`src/rtl/pcie_lane_pkg.sv`:
```
// Shared constants for the PCIe byte-lane front end: lane width and source encodings.
package pcie_lane_pkg;

  localparam int   LANE_DATA_W = 8;
  localparam logic SRC_IN0     = 1'b0;
  localparam logic SRC_IN1     = 1'b1;

endpackage

```
`src/rtl/lane_fifo.sv`:
```
// Small per-source queue: power-of-2 depth, wrapping pointers, occupancy counter.
module lane_fifo #(
  parameter int DATA_W     = 8,
  parameter int FIFO_DEPTH = 4,
  parameter int CNT_W      = $clog2(FIFO_DEPTH) + 1
) (
  input  logic              clk,
  input  logic              reset_L,
  input  logic              push,
  input  logic [DATA_W-1:0] push_data,
  input  logic              pop,
  output logic [DATA_W-1:0] pop_data,
  output logic [CNT_W-1:0]  count,
  output logic              full,
  output logic              empty
);

  localparam int PTR_W = $clog2(FIFO_DEPTH);

  logic [DATA_W-1:0] mem [FIFO_DEPTH];
  logic [PTR_W-1:0]  wr_ptr;
  logic [PTR_W-1:0]  rd_ptr;
  logic              do_push;
  logic              do_pop;

  assign full     = (count == CNT_W'(FIFO_DEPTH));
  assign empty    = (count == '0);
  assign do_push  = push & ~full;
  assign do_pop   = pop & ~empty;
  assign pop_data = mem[rd_ptr];

  // Storage is not reset; the counter alone decides which entries are meaningful.
  always_ff @(posedge clk) begin
    if (do_push) mem[wr_ptr] <= push_data;
  end

  always_ff @(posedge clk or negedge reset_L) begin
    if (!reset_L) begin
      wr_ptr <= '0;
      rd_ptr <= '0;
      count  <= '0;
    end else begin
      if (do_push) wr_ptr <= wr_ptr + PTR_W'(1);
      if (do_pop)  rd_ptr <= rd_ptr + PTR_W'(1);
      case ({do_push, do_pop})
        2'b10:   count <= count + CNT_W'(1);
        2'b01:   count <= count - CNT_W'(1);
        default: count <= count;
      endcase
    end
  end

endmodule

```
`src/rtl/mux_rr_scheduler_2x1.sv`:
```
// Work-conserving round-robin scheduler: two queued sources share one registered 8-bit lane.
module mux_rr_scheduler_2x1
  import pcie_lane_pkg::*;
#(
  parameter int DATA_W     = LANE_DATA_W,
  parameter int FIFO_DEPTH = 4,
  parameter int CNT_W      = $clog2(FIFO_DEPTH) + 1
) (
  input  logic              clk,
  input  logic              reset_L,
  input  logic [DATA_W-1:0] in0_data,
  input  logic              in0_valid,
  output logic              in0_ready,
  input  logic [DATA_W-1:0] in1_data,
  input  logic              in1_valid,
  output logic              in1_ready,
  output logic [DATA_W-1:0] out_data,
  output logic              out_valid,
  output logic              out_src,
  input  logic              out_ready,
  output logic [CNT_W-1:0]  q0_count,
  output logic [CNT_W-1:0]  q1_count
);

  // Handshake: a word moves across any valid/ready pair at the posedge where both are high;
  // the sender keeps data and valid stable until then, and ready never depends on valid.

  logic              full0, empty0, full1, empty1;
  logic              push0, push1, pop0, pop1;
  logic [DATA_W-1:0] pop_data0, pop_data1;
  logic              last_grant;
  logic              grant;
  logic              stage_free;
  logic              do_pop;

  assign in0_ready = reset_L & ~full0;
  assign in1_ready = reset_L & ~full1;
  assign push0     = in0_valid & in0_ready;
  assign push1     = in1_valid & in1_ready;

  lane_fifo #(.DATA_W(DATA_W), .FIFO_DEPTH(FIFO_DEPTH), .CNT_W(CNT_W)) u_q0 (
    .clk       (clk),
    .reset_L   (reset_L),
    .push      (push0),
    .push_data (in0_data),
    .pop       (pop0),
    .pop_data  (pop_data0),
    .count     (q0_count),
    .full      (full0),
    .empty     (empty0)
  );

  lane_fifo #(.DATA_W(DATA_W), .FIFO_DEPTH(FIFO_DEPTH), .CNT_W(CNT_W)) u_q1 (
    .clk       (clk),
    .reset_L   (reset_L),
    .push      (push1),
    .push_data (in1_data),
    .pop       (pop1),
    .pop_data  (pop_data1),
    .count     (q1_count),
    .full      (full1),
    .empty     (empty1)
  );

  // Only non-empty queues compete; on contention the port not served last wins.
  always_comb begin
    grant = last_grant;
    if (!empty0 && !empty1) grant = ~last_grant;
    else if (!empty0)       grant = SRC_IN0;
    else if (!empty1)       grant = SRC_IN1;
  end

  assign stage_free = ~out_valid | out_ready;
  assign do_pop     = stage_free & (~empty0 | ~empty1);
  assign pop0       = do_pop & (grant == SRC_IN0);
  assign pop1       = do_pop & (grant == SRC_IN1);

  always_ff @(posedge clk or negedge reset_L) begin
    if (!reset_L) begin
      out_data   <= '0;
      out_valid  <= 1'b0;
      out_src    <= SRC_IN0;
      last_grant <= SRC_IN1;
    end else if (do_pop) begin
      out_data   <= (grant == SRC_IN1) ? pop_data1 : pop_data0;
      out_src    <= grant;
      out_valid  <= 1'b1;
      last_grant <= grant;
    end else if (stage_free) begin
      out_valid  <= 1'b0;
    end
  end

endmodule

```
`config.mk`:
```
export PLATFORM = sky130hd
export DESIGN_NAME = mux_rr_scheduler_2x1
export DESIGN_NICKNAME = d
export VERILOG_FILES = /design/src/rtl/pcie_lane_pkg.sv /design/src/rtl/lane_fifo.sv /design/src/rtl/mux_rr_scheduler_2x1.sv
export SDC_FILE = /design/constraint.sdc
export NUM_CORES = 1
export LEC_CHECK = 0
export CORE_UTILIZATION = 50
export DETAILED_ROUTE_END_ITERATION = 8
export PLACE_DENSITY = 0.72
export SLEW_MARGIN = 20
export SYNTH_ARGS = -nofsm -noshare
export SYNTH_HDL_FRONTEND = slang
export SYNTH_HIERARCHICAL = 1
export SYNTH_SLANG_ARGS = --single-unit
```
`constraint.sdc`:
```
create_clock -name clk -period 4 [get_ports clk]
set_input_delay 1.2 -clock clk [delete_from_list [all_inputs] [get_ports clk]]
set_output_delay 1.2 -clock clk [all_outputs]
set_load 0.1 [all_outputs]
```
==> results of run 1 <==
==> where the power goes <==
part           switching, mW  internal, mW
Combinational           1.03         0.574
Sequential             0.228          1.20
Clock                  0.310         0.290
==> per-stage QoR <==
| step | instance area [um^2] | hold slack [ns] | utilization [%] | cells |
|---|---|---|---|---|
| after floorplan | 3770 | 0.508 | - | 223 |
| after global placement | 4250 | 0.469 | 58.3 | 353 |
| after detailed placement | 4250 | 0.474 | 58.3 | 353 |
| after CTS | 4440 | 0.495 | 60.9 | 369 |
| after global routing | 4440 | 0.521 | 60.9 | 369 |
| final | 4440 | 0.490 | 60.9 | 369 |
==> worst max-delay path, delay by kind of cell <==
kind / cells / cell delay (ns)
buffers and inverters: 2 / 0.73
AND/OR/NAND/NOR: 1 / 0.27
==> metal layers <==
metal	share of wire, %	vias up	track usage [%]	routed length, um
li1	-	923	-	-
met1	41	1009	22.7	2620
met2	51	64	29.6	3260
met3	4.3	15	3.92	274
met4	2.8	0	10.9	180
met5	0	-	0	0
==> final timing paths <==
| path | start | endpoint | slack, ns | cells after the start |
|---|---|---|---|---|
| setup reg to reg | u_q1/count[0] | u_q0/count[2] | 1.16 | 10 |
| max in group asynchronous | reset_L | last_grant | 2.41 | 2 |
| hold reg to reg | out_src | out_src | 0.49 | 1 |
| min in group asynchronous | reset_L | out_valid | 1.30 | 2 |
| hold / removal | out_src | out_src | 0.49 | 1 |
| setup / recovery | reset_L | in1_ready | 0.60 | 3 |
==> area by class of cell <==
class / count / area [um^2] / area share [%]
flip-flops and latches: 89 / 2550 / 57.3
clock buffers: 10 / 128 / 2.87
well taps: 99 / 124 / 2.79
repair buffers: 40 / 403 / 9.07
inverters: 12 / 45.0 / 1.01
multi-input cells: 113 / 1130 / 25.4
clock inverters: 6 / 66.3 / 1.49
==> registers in the layout, indices dropped and copies added (netlist names), 2 cells and up <==
register	count
u_q0/count	3
u_q1/count	3
u_q1/rd_ptr	2
u_q0/rd_ptr	2
out_data	8
u_q1/mem	32
u_q0/wr_ptr	2
u_q0/mem	32
u_q1/wr_ptr	2
==> cells in the mapped netlist (all sizes together) <==
master / number / area share [%]
nor3b: 2 / 0.99
mux4: 16 / 9.5
mux2i: 2 / 0.53
edfxtp: 64 / 51
xnor2: 6 / 1.4
nor2: 2 / 0.20
dfstp: 1 / 0.70
a21oi: 9 / 1.2
and2: 11 / 2.1
inv: 12 / 1.2
mux2: 2 / 0.80
and2b: 2 / 0.40
nor2b: 4 / 1.1
nor3: 2 / 0.27
o21ai: 8 / 1.1
and4: 1 / 0.30
a31oi: 8 / 1.3
nand3: 9 / 1.2
fa: 2 / 1.1
a21o: 2 / 0.40
buf: 6 / 1.0
nand2: 4 / 0.40
dfrtp: 24 / 16
nand2b: 3 / 0.50
xor2: 6 / 1.4
clkbuf: 3 / 0.30
o31a: 2 / 0.53
ha: 10 / 3.3
==> logic make-up after synthesis <==
logic type	count (synthesis)
AOI/OAI and AO/OA	29
xor gates and xnor gates	12
buffers and inverters	21
and+or+nand+nor	40
adders and majority gates	12
DFF	89
muxes	20
==> flow_summary_export.csv, run 1 <==
group,metric,value,unit
outcome,status,"completed",
cells_and_area,mostFrequentLayoutCells,"64 x edfxtp_1, 31 x clkdlybuf4s50_1, 24 x dfrtp_1",
synthesis,synth_compound_gate_area_share,4.51,%
place,gp_congestion,0.777,
sta,rsz0062_at_grt,"no",
sta,period_minus_slack,3.40,ns
routing,vias_per_cell,5.45,
floorplan,die-area,7900,um^2
critical_path,cpPeakStageDelay,0.52,ns
cts,cts-root-buf,"clkbuf_8",
sta,slew_violations,0,
power_and_ir_drop,p_leak,1.62,nW
cts,htree_levels,3,
sta,finalSetupViolCount,0,
cells_and_area,layout.nets,298,
sta,post-route-period-util,85.0,%
critical_path,path_max_fanout,3,
synthesis,ys_warn_count,6,
power_and_ir_drop,total_power,3.63,mW
critical_path,end_kind,"output pin",
synthesis,syn_area,3770,um^2
synthesis,synth_mux_area_share,10.9,%
routing,dr.pass1.iters,4,
critical_path,critPathSlowestCell,"clkdlybuf4s50_1",
critical_path,startpoint_type,"input port",
global_route,antenna_found_initial,0,
floorplan,die_w,88.9,um
cts,clockBufferDepth,2,
sta,hold_viol,0,
global_route,grt_pass1_vias,1946,
global_route,grt_max_degree,26,
cts,clock-sinks,89,
power_and_ir_drop,p_per_area,817,nW/um^2
floorplan,io_pins,39,
cells_and_area,syn_to_final_growth,17.8,%
min_path,hp-class,"flip-flop to flip-flop",
cts,clkLatencyLatePin,0.35,ns
cells_and_area,num_antenna_cells,0,
sta,worst_pin_slew,0.973,ns
sta,max_freq,0.294,GHz
global_route,overflow,0,
floorplan,die_h,88.9,um
place,portBuffers,38,
power_and_ir_drop,vdd_ir_drop_max,275,uV
cells_and_area,drive_gt1_share,21.1,%
cts,cts_inserted_buffers,9,
synthesis,synthAdderAreaFrac,4.38,%
synthesis,synthCells,223,
sta,tns,0,ns
cts,ctsResizeCount,0,
synthesis,synth-simple-area-share,7.39,%
floorplan,row_count,31,
global_route,grt_usage,18.2,%
sta,relSlewSlack,34.9,%
cts,cts_tree,"built",
cts,cts_setup_buffers,0,
job,drv_cap,0,
cts,clk_pin_slew_worst_paths,0.09,ns
cts,postCtsHoldBufs,0,
routing,drc,0,
synthesis,synth.distinct_cells,32,
global_route,grt_pass1_wl,9.87,mm
synthesis,syn_nets,256,
routing,routed-via-count,2011,
cells_and_area,final_common_cell,"edfxtp_1",
floorplan,core-area,7290,um^2
place,pre_cts_ws,0.504,ns
critical_path,crit_chain,"clkdlybuf4s50_1 > nor2b_1 > buf_12",
critical_path,cp.arrival,2.20,ns
sta,fin_skew,0.00771,ns
routing,wl_per_cell,17.2,um
critical_path,critical_path_class,"input port to output pin",
synthesis,synthXorXnorAreaFrac,2.79,%
routing,drt-total-wl,6.34,mm
routing,ant_nets,0,
sta,layout_setup_ws,0.599,ns
place,hpwlAfterDp,4.53,mm
cells_and_area,fillers,564,
synthesis,synth_top_family_by_area,"multiplexers",
routing,drtIter0Drc,117,
synthesis,yosysSeqAreaShare,67.5,%
synthesis,synth-seq-cells,89,
floorplan,initial_core_util,51.8,%
critical_path,critPathRequiredTime,2.80,ns
synthesis,synth.avg_cell_area,16.9,um^2
(Power assumes the default switching activity.)
==> run 2, diff against run 1 <==
Settings changed: SKIP_LAST_GASP from default to 1.
Clock period 4 ns to 4.35 ns, I/O delays scaled along.
==> run 2 against run 1 <==
- non-clock buffer count stayed put
- final area is 0.51% lower
- critical path depth stayed put
- sequential share of layout area is 0.29 points higher
- critical endpoint unchanged
==> flow_summary_export.csv, run 2 (synthesis results as in run 1) <==
group,metric,value,unit
outcome,status,"completed",
min_path,hp-class,"flip-flop to flip-flop",
cts,clk_pin_slew_worst_paths,0.08,ns
global_route,grt_max_degree,23,
routing,drt-total-wl,6.06,mm
routing,vias_per_cell,5.29,
power_and_ir_drop,vdd_ir_drop_max,216,uV
cells_and_area,fillers,595,
sta,fin_skew,0.00473,ns
power_and_ir_drop,comb_power_share,45.0,%
cts,clkLatencyLatePin,0.35,ns
place,portBuffers,38,
global_route,antenna_found_initial,0,
power_and_ir_drop,total_power,3.26,mW
sta,hold_viol,0,
floorplan,io_pins,39,
cts,clock-sinks,89,
cells_and_area,syn_to_final_growth,17.2,%
place,hpwlAfterDp,4.32,mm
critical_path,critPathRequiredTime,3.04,ns
routing,wl_per_cell,16.5,um
sta,slew_violations,0,
cells_and_area,drive_gt1_share,19.3,%
floorplan,die_h,88.9,um
global_route,grt_pass1_vias,1992,
place,gp_congestion,0.707,
cts,cts-root-buf,"clkbuf_8",
sta,tns,0,ns
critical_path,critical_path_class,"input port to output pin",
floorplan,core-area,7290,um^2
power_and_ir_drop,seqPwrFrac,40.4,%
power_and_ir_drop,p_leak,1.60,nW
job,drv_cap,0,
routing,dr.pass1.iters,4,
global_route,grt_usage,17.3,%
sta,rsz0062_at_grt,"no",
cts,ctsResizeCount,0,
cells_and_area,reg.largest.list,"u_q0/mem x32, u_q1/mem x32, out_data x8",
cts,cts_tree,"built",
global_route,grt_pass1_wl,9.68,mm
cells_and_area,num_antenna_cells,0,
routing,routed-via-count,1948,
sta,max_freq,0.268,GHz
power_and_ir_drop,switching_share,43.5,%
sta,finalSetupViolCount,0,
power_and_ir_drop,power.switching,1.42,mW
power_and_ir_drop,cell_internal_pwr,1.84,mW
sta,post-route-period-util,85.9,%
critical_path,startpoint_type,"input port",
sta,worst_pin_slew,0.981,ns
cts,postCtsHoldBufs,0,
critical_path,cp.arrival,2.43,ns
cts,cts_setup_buffers,0,
sta,worst_hold_slack,0.483,ns
routing,drtIter0Drc,112,
sta,period_minus_slack,3.74,ns
sta,relSlewSlack,34.4,%
power_and_ir_drop,clockPowerShare,14.6,%
routing,drc,0,
routing,ant_nets,0,
floorplan,die_w,88.9,um
floorplan,initial_core_util,51.8,%
global_route,overflow,0,
cells_and_area,mostFrequentLayoutCells,"64 x edfxtp_1, 36 x clkdlybuf4s50_1, 24 x dfrtp_1",
floorplan,die-area,7900,um^2
power_and_ir_drop,p_per_area,736,nW/um^2
critical_path,path_max_fanout,6,
critical_path,end_kind,"output pin",
cells_and_area,layout.nets,298,
cts,htree_levels,3,
floorplan,row_count,31,
cts,cts_inserted_buffers,9,
cells_and_area,final_common_cell,"edfxtp_1",
cts,clockBufferDepth,2,
==> run 2: final timing paths <==
check	start	to	slack, ns	depth (start not counted)
max	reset_L	in1_ready	0.61	3
min	out_src	out_src	0.48	1
max reg2reg	u_q0/count[0]	u_q1/count[2]	1.50	10
min reg2reg	out_src	out_src	0.48	1
max in group asynchronous	reset_L	last_grant	2.57	2
min in group asynchronous	reset_L	u_q0/rd_ptr[1]	1.17	1
==> run 2: power by group through the flow <==
stage / logic [mW] / registers (mW) / clock network (mW)
after floorplan: 0.724 / 1.74 / 0
after global placement: 1.45 / 1.33 / 0
after detailed placement: 1.48 / 1.34 / 0
after CTS: 1.48 / 1.32 / 0.485
after global routing: 1.57 / 1.35 / 0.513
final: 1.47 / 1.32 / 0.476
==> run 2: routing by layer <==
metal,share of wire (%),up-vias,track usage (%)
met4,1.8,0,7.92
met5,0,-,0
met3,3.3,11,3.17
li1,-,920,-
met1,45,979,22.9
met2,50,38,28.0
==> run 2: layout make-up <==
type / count / area, um^2 / share of cell area [%]
inverters: 12 / 45.0 / 1.02
repair buffers: 40 / 415 / 9.39
flip-flops and latches: 89 / 2550 / 57.6
multi-input cells: 113 / 1130 / 25.6
clock inverters: 6 / 35.0 / 0.792
clock buffers: 9 / 124 / 2.80
well taps: 99 / 124 / 2.80
==> run 2: through the flow <==
step | utilization, % | cells | instance area [um^2] | worst slack (ns)
finish | 60.6 | 368 | 4420 | 0.612
global route | 60.6 | 368 | 4420 | 0.555
CTS | 60.6 | 368 | 4420 | 0.578
detailed placement | 58.5 | 353 | 4260 | 0.581
global placement | 58.5 | 353 | 4260 | 0.610
floorplan | - | 223 | 3770 | 0.269
==> run 2: worst max-delay path, cell delays in order <==
cell	delay, ns
clkdlybuf4s50_1	0.60
nor2b_1	0.31
buf_12	0.22
==> run 3, diff against run 2 <==
Clock period 4.35 ns to 4.8 ns, I/O delays scaled along.
==> run 3 against run 2 <==
- hold slack worse by 0.00095 ns
- die area stayed put
- sequential cell count stayed put
- largest cell class unchanged
- count of clock-buffer cells in the layout stayed put
- critical endpoint unchanged
- critical path type unchanged
- sequential share of layout area is 0.53 points lower
- power is 6.0% lower
- sequential power is 9% lower
- register-to-register slack better by 0.47 ns
- non-clock buffer count is 1 lower
- clock skew is 0.0015 ns lower
==> flow_summary_export.csv, run 3 (synthesis results as in run 1) <==
group,metric,value,unit
outcome,status,"completed",
cells_and_area,reg.largest.list,"u_q0/mem x32, u_q1/mem x32, out_data x8",
routing,drt-total-wl,6.24,mm
cells_and_area,mostFrequentLayoutCells,"64 x edfxtp_1, 36 x clkdlybuf4s50_1, 24 x dfrtp_1",
critical_path,path_max_fanout,6,
routing,routed-via-count,1988,
min_path,hp-class,"flip-flop to flip-flop",
power_and_ir_drop,vdd_ir_drop_max,191,uV
critical_path,critPathRequiredTime,3.36,ns
power_and_ir_drop,p_per_area,686,nW/um^2
sta,period_minus_slack,3.98,ns
cts,clkLatencyLatePin,0.34,ns
place,hpwlAfterDp,4.35,mm
sta,max_freq,0.251,GHz
floorplan,die_h,88.9,um
global_route,grt_usage,17.7,%
routing,drtIter0Drc,122,
routing,top_layer,"met4",
routing,wl_per_cell,17.0,um
place,portBuffers,38,
sta,slew_violations,0,
routing,vias_per_cell,5.42,
cells_and_area,layout.nets,297,
job,drv_cap,0,
sta,layout_setup_ws,0.821,ns
cts,cts_inserted_buffers,9,
cts,clockBufferDepth,2,
place,pre_cts_ws,0.788,ns
power_and_ir_drop,p_leak,1.63,nW
cts,postCtsHoldBufs,0,
cells_and_area,num_antenna_cells,0,
routing,route.met3.wl,239,um
cts,cts_setup_buffers,0,
global_route,antenna_found_initial,0,
floorplan,core-area,7290,um^2
critical_path,cp.arrival,2.54,ns
routing,wl_met2,3.14,mm
cts,ctsResizeCount,0,
critical_path,end_kind,"output pin",
sta,hold_viol,0,
floorplan,io_pins,39,
cts,clock-sinks,89,
cts,clk_pin_slew_worst_paths,0.08,ns
cts,cts_tree,"built",
critical_path,critical_path_class,"input port to output pin",
floorplan,initial_core_util,51.8,%
floorplan,die-area,7900,um^2
floorplan,die_w,88.9,um
cells_and_area,syn_to_final_growth,18.3,%
routing,dr.pass1.iters,4,
critical_path,startpoint_type,"input port",
sta,worst_pin_slew,0.978,ns
routing,ant_nets,0,
cells_and_area,drive_gt1_share,19.4,%
cells_and_area,final_common_cell,"edfxtp_1",
cts,cts-root-buf,"clkbuf_8",
min_path,hold_path_depth,1,
sta,fin_skew,0.00325,ns
cts,htree_levels,3,
global_route,grt_pass1_wl,9.83,mm
sta,rsz0062_at_grt,"no",
routing,drc,0,
sta,relSlewSlack,34.6,%
global_route,overflow,0,
critical_path,r2r_cells,10,
sta,finalSetupViolCount,0,
sta,tns,0,ns
floorplan,row_count,31,
routing,met1_length,2.79,mm
global_route,grt_pass1_vias,1930,
global_route,grt_max_degree,23,
sta,post-route-period-util,82.9,%
place,gp_congestion,0.713,
[run 3: cell types whose count changed in the layout (fill, tap and decap cells not counted)]
cell	before	now
bufinv_16	0	2
buf_4	2	1
clkinv_1	1	0
clkinv_4	0	1
clkinvlp_4	1	0
inv_6	1	0
[run 3: worst max-delay path, cell delays in order]
cell             delay (ns)
clkdlybuf4s50_1        0.59
nor2b_1                0.29
buf_12                 0.21
[run 3: final cells by class]
| class | count | area [um^2] |
|---|---|---|
| Clock buffer | 9 | 124 |
| Clock inverter | 6 | 83.8 |
| Fill cell | 563 | 2830 |
| Inverter | 12 | 45.0 |
| Multi-Input combinational cell | 113 | 1130 |
| Sequential cell | 89 | 2550 |
| Tap cell | 99 | 124 |
| Timing Repair Buffer | 39 | 408 |
[run 3: layer usage]
metal,vias up,track usage [%]
met2,51,28.7
li1,920,-
met1,1008,23.4
met4,0,6.60
met3,9,4.20
met5,-,0
[run 3: power breakdown]
group | switching (mW) | internal [mW]
combinational | 0.850 | 0.485
sequential | 0.195 | 1.00
clock | 0.242 | 0.288
total | 1.29 | 1.77
[run 3: through the flow]
step | total power [mW] | util, % | instance area [um^2] | std cells | hold slack (ns)
after floorplan | 2.24 | - | 3770 | 223 | 0.508
after global placement | 2.53 | 58.4 | 4260 | 352 | 0.466
after detailed placement | 2.56 | 58.4 | 4260 | 352 | 0.470
after CTS | 3.09 | 61.2 | 4460 | 367 | 0.488
after global routing | 3.22 | 61.2 | 4460 | 367 | 0.501
final | 3.06 | 61.2 | 4460 | 367 | 0.482
[run 3: final timing paths]
check / from / end / slack (ns)
hold reg to reg: out_src / out_src / 0.48
setup reg to reg: u_q0/count[0] / u_q1/count[2] / 1.97
setup / recovery: reset_L / in1_ready / 0.82
max in group asynchronous: reset_L / last_grant / 2.89
hold / removal: out_src / out_src / 0.48
min in group asynchronous: reset_L / u_q0/wr_ptr[1] / 1.31
